### src/rtl/modulo_check_scheduler_if.sv
// Request/response handshake bundle for the shared mod-N checker.
// slave is the scheduler side; master is the requester/consumer side.
interface modulo_check_scheduler_if #(
    parameter int NUM_REQ = 4,
    parameter int WIDTH   = 16
);
    localparam int ID_W = $clog2(NUM_REQ);

    logic [NUM_REQ-1:0]       req_valid;
    logic [NUM_REQ*WIDTH-1:0] req_data;
    logic [NUM_REQ-1:0]       req_ready;
    logic                     rsp_valid;
    logic                     rsp_ready;
    logic [ID_W-1:0]          rsp_id;
    logic [2:0]               rsp_remainder;
    logic                     rsp_divisible;
    logic                     rsp_error;

    modport master (
        output req_valid, req_data, rsp_ready,
        input  req_ready, rsp_valid, rsp_id,
        input  rsp_remainder, rsp_divisible, rsp_error
    );

    modport slave (
        input  req_valid, req_data, rsp_ready,
        output req_ready, rsp_valid, rsp_id,
        output rsp_remainder, rsp_divisible, rsp_error
    );
endinterface

### src/rtl/modulo_check_scheduler.sv
// Round-robin front end for a shared serial mod-N remainder engine,
// with a shadow remainder to cross-check the engine result.
module modulo_check_scheduler #(
    parameter int NUM_REQ = 4,
    parameter int WIDTH   = 16,
    parameter int MODULUS = 5
) (
    input  logic                    clock,
    input  logic                    reset,
    modulo_check_scheduler_if.slave io,
    output logic                    eng_reset,
    output logic                    eng_bit,
    input  logic [2:0]              eng_remainder,
    output logic                    busy
);
    localparam int ID_W  = $clog2(NUM_REQ);
    localparam int CNT_W = $clog2(WIDTH);

    typedef enum logic [1:0] {
        IDLE,
        SHIFT,
        SAMPLE,
        RESPOND
    } state_t;

    state_t           state;
    state_t           state_next;
    logic [ID_W-1:0]  ptr;
    logic [ID_W-1:0]  win;
    logic [ID_W-1:0]  id_q;
    logic [ID_W:0]    scan;
    logic             found;
    logic             accept;
    logic             last_bit;
    logic [WIDTH-1:0] sreg;
    logic [CNT_W-1:0] cnt;
    logic [2:0]       shadow;
    logic [2:0]       shadow_next;
    logic [3:0]       shadow_sum;

    // First valid requester at or after the pointer, wrapping upward.
    always_comb begin
        found = 1'b0;
        win   = '0;
        scan  = '0;
        for (int k = 0; k < NUM_REQ; k++) begin
            scan = {1'b0, ptr} + (ID_W+1)'(k);
            if (scan >= (ID_W+1)'(NUM_REQ))
                scan = scan - (ID_W+1)'(NUM_REQ);
            if (!found && io.req_valid[scan[ID_W-1:0]]) begin
                found = 1'b1;
                win   = scan[ID_W-1:0];
            end
        end
    end

    assign accept = (state == IDLE) && found;

    always_comb begin
        io.req_ready = '0;
        if (accept)
            io.req_ready[win] = 1'b1;
    end

    assign last_bit = (cnt == CNT_W'(WIDTH - 1));

    always_comb begin
        state_next = state;
        unique case (state)
            IDLE:    if (accept) state_next = SHIFT;
            SHIFT:   if (last_bit) state_next = SAMPLE;
            SAMPLE:  state_next = RESPOND;
            RESPOND: if (io.rsp_ready) state_next = IDLE;
            default: state_next = IDLE;
        endcase
    end

    always_ff @(posedge clock) begin
        if (reset)
            state <= IDLE;
        else
            state <= state_next;
    end

    assign busy         = (state != IDLE);
    assign eng_reset    = (state != SHIFT);
    assign eng_bit      = (state == SHIFT) && sreg[WIDTH-1];
    assign io.rsp_valid = (state == RESPOND);

    // 2*s + b stays below 2*MODULUS, so one conditional subtract suffices.
    assign shadow_sum  = {shadow, 1'b0} + {3'b000, eng_bit};
    assign shadow_next = 3'((shadow_sum >= 4'(MODULUS))
                            ? (shadow_sum - 4'(MODULUS))
                            : shadow_sum);

    always_ff @(posedge clock) begin
        if (reset) begin
            ptr              <= '0;
            id_q             <= '0;
            sreg             <= '0;
            cnt              <= '0;
            shadow           <= '0;
            io.rsp_id        <= '0;
            io.rsp_remainder <= '0;
            io.rsp_divisible <= 1'b0;
            io.rsp_error     <= 1'b0;
        end else begin
            if (accept) begin
                sreg   <= WIDTH'(io.req_data >> (int'(win) * WIDTH));
                id_q   <= win;
                cnt    <= '0;
                shadow <= '0;
                ptr    <= (win == ID_W'(NUM_REQ - 1)) ? '0 : win + 1'b1;
            end
            if (state == SHIFT) begin
                sreg   <= sreg << 1;
                cnt    <= cnt + 1'b1;
                shadow <= shadow_next;
            end
            if (state == SAMPLE) begin
                io.rsp_remainder <= eng_remainder;
                io.rsp_divisible <= (eng_remainder == 3'd0);
                io.rsp_error     <= (eng_remainder != shadow);
                io.rsp_id        <= id_q;
            end
        end
    end
endmodule

### src/flat_wrapper.sv
// flat-port wrapper written by rule: the top's interface ports become plain ports
module modulo_check_scheduler_flat 
#(
    parameter int NUM_REQ = 4,
    parameter int WIDTH   = 16,
    parameter int MODULUS = 5
)
  (clock, reset, eng_reset, eng_bit, eng_remainder, busy, io_req_valid, io_req_data, io_rsp_ready, io_req_ready, io_rsp_valid, io_rsp_id, io_rsp_remainder, io_rsp_divisible, io_rsp_error);
  modulo_check_scheduler_if #(.NUM_REQ(NUM_REQ), .WIDTH(WIDTH)) io_i ();
  input  logic clock;
  input  logic reset;
  output logic eng_reset;
  output logic eng_bit;
  input  logic [2:0] eng_remainder;
  output logic busy;
  input wire logic [$bits(io_i.req_valid)-1:0] io_req_valid;
  input wire logic [$bits(io_i.req_data)-1:0] io_req_data;
  input wire logic [$bits(io_i.rsp_ready)-1:0] io_rsp_ready;
  output wire logic [$bits(io_i.req_ready)-1:0] io_req_ready;
  output wire logic [$bits(io_i.rsp_valid)-1:0] io_rsp_valid;
  output wire logic [$bits(io_i.rsp_id)-1:0] io_rsp_id;
  output wire logic [$bits(io_i.rsp_remainder)-1:0] io_rsp_remainder;
  output wire logic [$bits(io_i.rsp_divisible)-1:0] io_rsp_divisible;
  output wire logic [$bits(io_i.rsp_error)-1:0] io_rsp_error;
  assign io_i.req_valid = io_req_valid;
  assign io_i.req_data = io_req_data;
  assign io_i.rsp_ready = io_rsp_ready;
  assign io_req_ready = io_i.req_ready;
  assign io_rsp_valid = io_i.rsp_valid;
  assign io_rsp_id = io_i.rsp_id;
  assign io_rsp_remainder = io_i.rsp_remainder;
  assign io_rsp_divisible = io_i.rsp_divisible;
  assign io_rsp_error = io_i.rsp_error;
  modulo_check_scheduler #(.NUM_REQ(NUM_REQ), .WIDTH(WIDTH), .MODULUS(MODULUS)) u_core (.clock(clock), .reset(reset), .io(io_i), .eng_reset(eng_reset), .eng_bit(eng_bit), .eng_remainder(eng_remainder), .busy(busy));
endmodule
### config.mk
export PLATFORM = sky130hd
export DESIGN_NAME = modulo_check_scheduler_flat
export DESIGN_NICKNAME = d
export VERILOG_FILES = /design/src/rtl/modulo_check_scheduler_if.sv /design/src/rtl/modulo_check_scheduler.sv /design/src/flat_wrapper.sv
export SDC_FILE = /design/constraint.sdc
export NUM_CORES = 1
export LEC_CHECK = 0
export CAP_MARGIN = 10
export CORE_MARGIN = 10
export CORE_UTILIZATION = 45
export CTS_CLUSTER_SIZE = 20
export DETAILED_ROUTE_END_ITERATION = 8
export GPL_TIMING_DRIVEN = 0
export HOLD_SLACK_MARGIN = 0.15
export PLACE_DENSITY_LB_ADDON = 0.1
export SYNTH_ARGS = -nofsm -noshare
export SYNTH_HDL_FRONTEND = slang
export SYNTH_SLANG_ARGS = --single-unit
### constraint.sdc
create_clock -name clock -period 2.4 [get_ports clock]
set_clock_uncertainty 0.05 [all_clocks]
set_input_delay 0.48 -clock clock [delete_from_list [all_inputs] [get_ports clock]]
set_output_delay 0.48 -clock clock [all_outputs]
set_load 0.02 [all_outputs]
==> results of run 1 <==
final cells by class:
type	instances	area [um2]
clock buffers	6	72.6
multi-input cells	199	1510
flip-flops and latches	36	723
well taps	70	87.6
fillers	453	1650
plain buffers	15	120
repair buffers	95	905
inverters	10	37.5
clock inverters	1	5.00
final timing paths:
check | to | from | slack (ns) | cells past startpoint
worst min register to register | u_core.id_q[0]$_SDFFE_PP0P_ | u_core.id_q[0]$_SDFFE_PP0P_ | 0.41 | 2
worst min-delay path | u_core.id_q[0]$_SDFFE_PP0P_ | u_core.id_q[0]$_SDFFE_PP0P_ | 0.41 | 2
worst max register to register | u_core.shadow[1]$_SDFFE_PP0P_ | u_core.state[1]$_SDFFE_PP0P_ | 0.27 | 11
worst max-delay path | io_req_ready[3] | io_req_valid[1] | 0.09 | 8
worst register-to-register path, stage by stage (launching register included):
cell,delay (ns)
dfxtp_1,0.35
inv_1,0.09
ha_1,0.21
clkbuf_4,0.23
nand2_1,0.13
inv_1,0.06
ha_1,0.18
nand2b_1,0.15
a21oi_2,0.19
o21ai_0,0.13
a21oi_1,0.17
nor2_1,0.05
Yosys cell counts, types with 2 or more instances:
master	n
and3_1	3
and2_1	4
o21ai_0	4
o22a_1	16
buf_2	3
buf_12	2
a21oi_1	30
ha_1	12
nand2_1	9
a211oi_2	15
nand2b_1	4
dfxtp_1	36
o21ai_1	2
mux2i_1	40
buf_6	2
inv_1	8
nor3_1	4
xnor2_1	4
clkbuf_1	9
nand3_1	3
nor2_1	35
metrics by stage:
step	area (um2)	util, %	setup TNS (ns)
2_1_floorplan	2380	-	0
3_3_place_gp	3340	65.4	-5.57
3_5_place_dp	3340	65.4	-6.35
4_1_cts	3440	67.3	0
5_1_grt	3460	67.7	-0.0147
6_report	3460	67.7	0
power breakdown:
group | switching [W] | internal, W | leakage (nW) | total [W]
registers | 0.000140 | 0.000816 | 0.296 | 0.000956
logic | 0.00127 | 0.00107 | 1.01 | 0.00234
clock network | 0.000197 | 0.000197 | 0.0410 | 0.000394
total | 0.00161 | 0.00208 | 1.35 | 0.00369
sequential cells by signal, indices dropped and copies added, names as in the netlist:
register,count
u_core.io.rsp_remainder,3
u_core.io.rsp_id,2
u_core.io.rsp_divisible,1
u_core.state,2
u_core.cnt,4
u_core.sreg,16
u_core.io.rsp_error,1
u_core.ptr,2
u_core.id_q,2
u_core.shadow,3
repair_timing:
item,in CTS,in global routing
pin swaps,2,2
hold buffers,0,0
resized for setup,35,9
setup buffers,4,4
endpoints found under the setup margin,8,7
routing by layer:
metal	vias up	track usage, %	wire length [um]
met5	-	0	0
met4	0	3.47	40
met3	4	4.60	417
met2	78	24.6	3090
met1	1080	22.1	3690
li1	1139	-	-
logic make-up (layout without fill, tap and decap cells):
group / Yosys count / in the layout
flops: 36 / 36
mux: 41 / 41
xor+xnor: 4 / 4
simple gates: 68 / 68
fa+ha+maj: 12 / 12
compound gates: 74 / 74
buf+inv: 28 / 127
==> out/metrics.yaml, run 1 <==
sta:
  postLayoutSetupSlackWorst_ns: 0.0874
  drv_slew: 0
  slew_headroom_pct: 54.4
  fin_crit_sh_pct: 96.4
  worstMarginPinSlew_ns: 0.683
  setup_viol: 0
  fin_crit_ns: 2.31
  max_freq_mhz: 432
  hold_violations: 0
  whs_ns: 0.413
synth:
  synth-edff-count: 0
  synth_top_family_by_area: "compound AO/OA/AOI/OAI gates"
  synth_top_area_cell: "dfxtp_1"
  synthesis.area_um2: 2380
  syn_nets: 349
  synthCells: 263
  ys_async_sr_fraction_pct: 0
  synth_top_flop_cell: "dfxtp_1"
  netlist.area_leader.share_pct: 30.2
  ys_ff_latch: 36
  yosysUniqueCellTypes: 39
  synth_xor_area_share_pct: 1.47
  yosys-top-cells-area: "dfxtp_1 30%, mux2i_1 17%, a211oi_2 7.9%"
  synth_area_per_cell_um2: 9.06
  synth_compound_area_share_pct: 24.3
  yosys_warnings: 0
  synthMuxAreaShare_pct: 17.3
  synth-simple-area-share_pct: 13.4
  synth_fa_ha_area_share_pct: 6.30
  ys_seq_area_share_pct: 30.2
floorplan:
  fp-row-count: 26
  start_util_pct: 46.7
  core-area_um2: 5110
  die_h_um: 92.8
  io_pins: 89
  dieArea_um2: 8610
  die_w_um: 92.8
power:
  finalPower_w: 0.00369
  leakage_nw: 1.35
  irDropWorstVdd_uv: 740
  power.density_nw_per_um2: 1070
placed_design:
  dp.cells: 420
  pre_cts_slack_ns: -0.930
  placement.io_buffers: 87
  place_congestion: 0.843
  dpl.hpwl_mm: 5.70
clocking:
  ctsLongestPathBuffers: 2
  cts_tree: "yes"
  h-tree-depth: 2
  clkSlewWorstSetupHoldPaths_ns: 0.06
  cts.sink_count: 36
  insertion_delay_ns: 0.28
  root_buffer: "clkbuf_8"
  cts_buffers: 5
critical_path:
  crit_arrival_ns: 1.78
  startpoint_type: "input pin"
  cpPeakStageDelay_ns: 0.25
  cp_top_family: "buffers and inverters"
  cp_data_required_time_ns: 1.87
  crit_chain: "clkdlybuf4s15_2 -> a21oi_2 -> o21a_1 -> o22a_1 -> buf_12 -> ha_1 -> and2_1 -> buf_2"
  critPathMaxFanout: 5
  crit_buf_inv: 3
  criticalPathCategory: "input pin to output pin"
  worstSetupEndpointType: "output pin"
  slowest_stage: "clkdlybuf4s15_2"
global_routing:
  grt_max_degree: 13
  grt_pass1_wl_mm: 11.5
  grt_pass1_vias: 2244
  antenna_found_initial: 0
  gr-usage-all-layers_pct: 16.2
  grt_overflow_total: 0
routing:
  wl_per_cell_um: 16.8
  dr_total_vias: 2301
  drc: 0
  drt_wl_total_mm: 7.24
  drt_pass1_iterations: 4
  drt_iter0_markers: 109
  drt.antenna.violating_nets: 0
  via_per_inst: 5.33
cells_and_area:
  drive_gt1_share_pct: 16.6
  final_nets: 448
  final_cell_mix: "78 x clkdlybuf4s50_1, 40 x mux2i_1, 35 x nor2_1"
  final_cells: 432
  area_growth_pct: 45.1
  final_common_cell: "clkdlybuf4s50_1"
  insertedDiodeCount: 0
worst_hold_path:
  worstHoldPathType: "flip-flop to flip-flop"
job:
  drv_cap: 0
outcome:
  status: "finished clean"
Power figures use the tool's default switching activity.
==> inputs of run 2 (changes only) <==
--- a/config.mk
+++ b/config.mk
@@ -6,10 +6,11 @@
 export NUM_CORES = 1
 export LEC_CHECK = 0
 export CAP_MARGIN = 10
-export CORE_MARGIN = 10
+export CORE_MARGIN = 2
 export CORE_UTILIZATION = 45
 export CTS_CLUSTER_SIZE = 20
 export DETAILED_ROUTE_END_ITERATION = 8
+export GPL_ROUTABILITY_DRIVEN = 0
 export GPL_TIMING_DRIVEN = 0
 export HOLD_SLACK_MARGIN = 0.15
 export PLACE_DENSITY_LB_ADDON = 0.1
==> out/metrics.yaml, run 2 (same netlist as run 1, synthesis figures left out) <==
sta:
  postLayoutSetupSlackWorst_ns: 0.0270  # -0.0605 ns
  fin_crit_ns: 2.37  # +0.0605 ns
  fin_crit_sh_pct: 98.9  # +2.5 points
  setup_viol: 0  # unchanged
  drv_slew: 0  # unchanged
  worstMarginPinSlew_ns: 0.695  # +0.0119 ns
  slew_headroom_pct: 53.7  # -0.79 points
  grt_setup_unrepaired: "yes"
  hold_violations: 0  # unchanged
  max_freq_mhz: 421  # -2.5%
floorplan:
  fp-row-count: 26  # unchanged
  die_h_um: 76.8  # -17%
  io_pins: 89  # unchanged
  start_util_pct: 46.7  # unchanged
  die_w_um: 76.8  # -17%
  dieArea_um2: 5900  # -32%
  core-area_um2: 5110  # unchanged
critical_path:
  criticalPathCategory: "input pin to output pin"
  r2r_cells: 12  # +1
  critPathMaxFanout: 5  # unchanged
  worstSetupEndpointType: "output pin"
  r2r_slack_ns: 0.15  # -0.12 ns
  r2r_start: "u_core.state[1]$_SDFFE_PP0P_"
  crit_arrival_ns: 1.84  # +0.06 ns
  startpoint_type: "input pin"
  cp_data_required_time_ns: 1.87  # about the same
  r2r-end: "u_core.shadow[1]$_SDFFE_PP0P_"
global_routing:
  grt_max_degree: 16  # +3
  antenna_found_initial: 0  # unchanged
  grt_pass1_vias: 2190  # -2.4%
  grt_pass1_wl_mm: 10.6  # -8.1%
  grt_overflow_total: 0  # unchanged
  gr-usage-all-layers_pct: 21.7  # +5.5 points
routing:
  via_per_inst: 5.20  # -2.3%
  drt_iter0_markers: 34  # -69%
  drt_wl_total_mm: 6.33  # -13%
  drt.antenna.violating_nets: 0  # unchanged
  drt_pass1_iterations: 4  # unchanged
  drc: 0  # unchanged
  wl_per_cell_um: 14.8  # -12%
  dr_total_vias: 2227  # -3.2%
placed_design:
  pre_cts_slack_ns: -0.858  # +0.0716 ns
  placement.io_buffers: 87  # unchanged
  dp.cells: 420  # unchanged
  dpl.hpwl_mm: 4.86  # -15%
  dpl-instance-area_um2: 3340  # unchanged
cells_and_area:
  final_nets: 443  # -1.1%
  regMostFlops: "u_core.sreg"
  area_growth_pct: 44.5
  top_regs: "u_core.sreg (16), u_core.cnt (4)"
  drive_gt1_share_pct: 15.6  # -0.93 points
  final_area_um2: 3440  # -0.43%
  num-fill-cells: 460  # +1.5%
  final_common_cell: "clkdlybuf4s50_1"
  seq_area_um2: 723  # unchanged
  insertedDiodeCount: 0  # unchanged
  largest_register_ffs: 16  # unchanged
  final_cells: 428  # -0.93%
  final_cell_mix: "78 x clkdlybuf4s50_1, 40 x mux2i_1, 35 x nor2_1"
  multiInputGateArea_um2: 1510  # unchanged
clocking:
  cts_buffers: 5  # unchanged
  cts_tree: "yes"
  root_buffer: "clkbuf_8"
  clkSlewWorstSetupHoldPaths_ns: 0.07  # about the same
  ctsHoldBuffers: 0  # unchanged
  cts.sink_count: 36  # unchanged
  h-tree-depth: 2  # unchanged
  insertion_delay_ns: 0.29  # about the same
  ctsLongestPathBuffers: 2  # unchanged
power:
  finalPower_w: 0.00367  # -0.53%
  power.density_nw_per_um2: 1070  # about the same
  irDropWorstVdd_uv: 691  # -6.7%
  leakage_nw: 1.33  # -1.0%
outcome:
  status: "finished clean"
job:
  drv_cap: 0  # unchanged
worst_hold_path:
  hold_end: "u_core.id_q[1]$_SDFFE_PP0P_"
  worstHoldPathType: "flip-flop to flip-flop"
  hold_start: "u_core.id_q[1]$_SDFFE_PP0P_"
  hold_path_depth: 2  # unchanged
==> run 2: power by group <==
part | switching, W | internal, W | total [W] | leakage [nW]
combinational | 0.00124 | 0.00103 | 0.00227 | 0.986
clock | 0.000214 | 0.000229 | 0.000443 | 0.0510
sequential | 0.000137 | 0.000815 | 0.000953 | 0.296
==> run 2: layout make-up <==
type | instances | share of cell area [%]
buffer | 16 | 3.71
clock buffer | 6 | 2.40
clock inverter | 2 | 0.291
inverter | 10 | 1.09
multi-input combinational | 199 | 43.8
sequential | 36 | 21.0
tap | 70 | 2.54
timing repair buffer | 89 | 25.2
==> run 2: how the worst max path moves through the flow <==
stage	startpoint	endpoint	slack [ns]	depth (start not counted)
after floorplan	u_core.state[1]$_SDFFE_PP0P_	u_core.shadow[1]$_SDFFE_PP0P_	0.15	13
after global placement	io_req_valid[0]	io_req_ready[1]	-0.85	10
after detailed placement	io_req_valid[0]	io_req_ready[0]	-0.86	10
after CTS	u_core.state[1]$_SDFFE_PP0P_	eng_bit	0.009	7
after global routing	io_req_valid[3]	io_req_ready[1]	-0.04	5
final	io_req_valid[0]	io_req_ready[1]	0.03	9
==> run 2: critical path, stage by stage <==
cell             delay (ns)
clkdlybuf4s15_2        0.24
a21oi_2                0.07
o21a_1                 0.16
o22a_1                 0.22
buf_12                 0.14
inv_2                  0.05
ha_1                   0.12
and2_1                 0.11
clkdlybuf4s15_2        0.26
==> run 2: metal layers <==
metal  up-vias  GRT usage, %  routed length [um]
li1       1132             -                   -
met1      1014          31.3                3220
met2        74          32.4                2620
met3         7          6.12                 432
met4         0          4.18                  53
met5         -             0                   0
==> run 2: stage by stage <==
step	util, %	hold slack (ns)	setup TNS, ns
global placement	65.4	0.402	-5.61
global route	67.4	0.429	-0.0423
floorplan	-	0.386	0
detailed placement	65.4	0.401	-5.96
finish	67.4	0.412	0
CTS	67.6	0.412	0
==> run 2: what timing repair did <==
action | 4_1_cts | 5_1_grt
pin swaps | 1 | 0
setup buffers | 2 | 0
endpoints found under the setup margin | 8 | 6
hold endpoints to repair | 0 | 0
resized for setup | 31 | 7
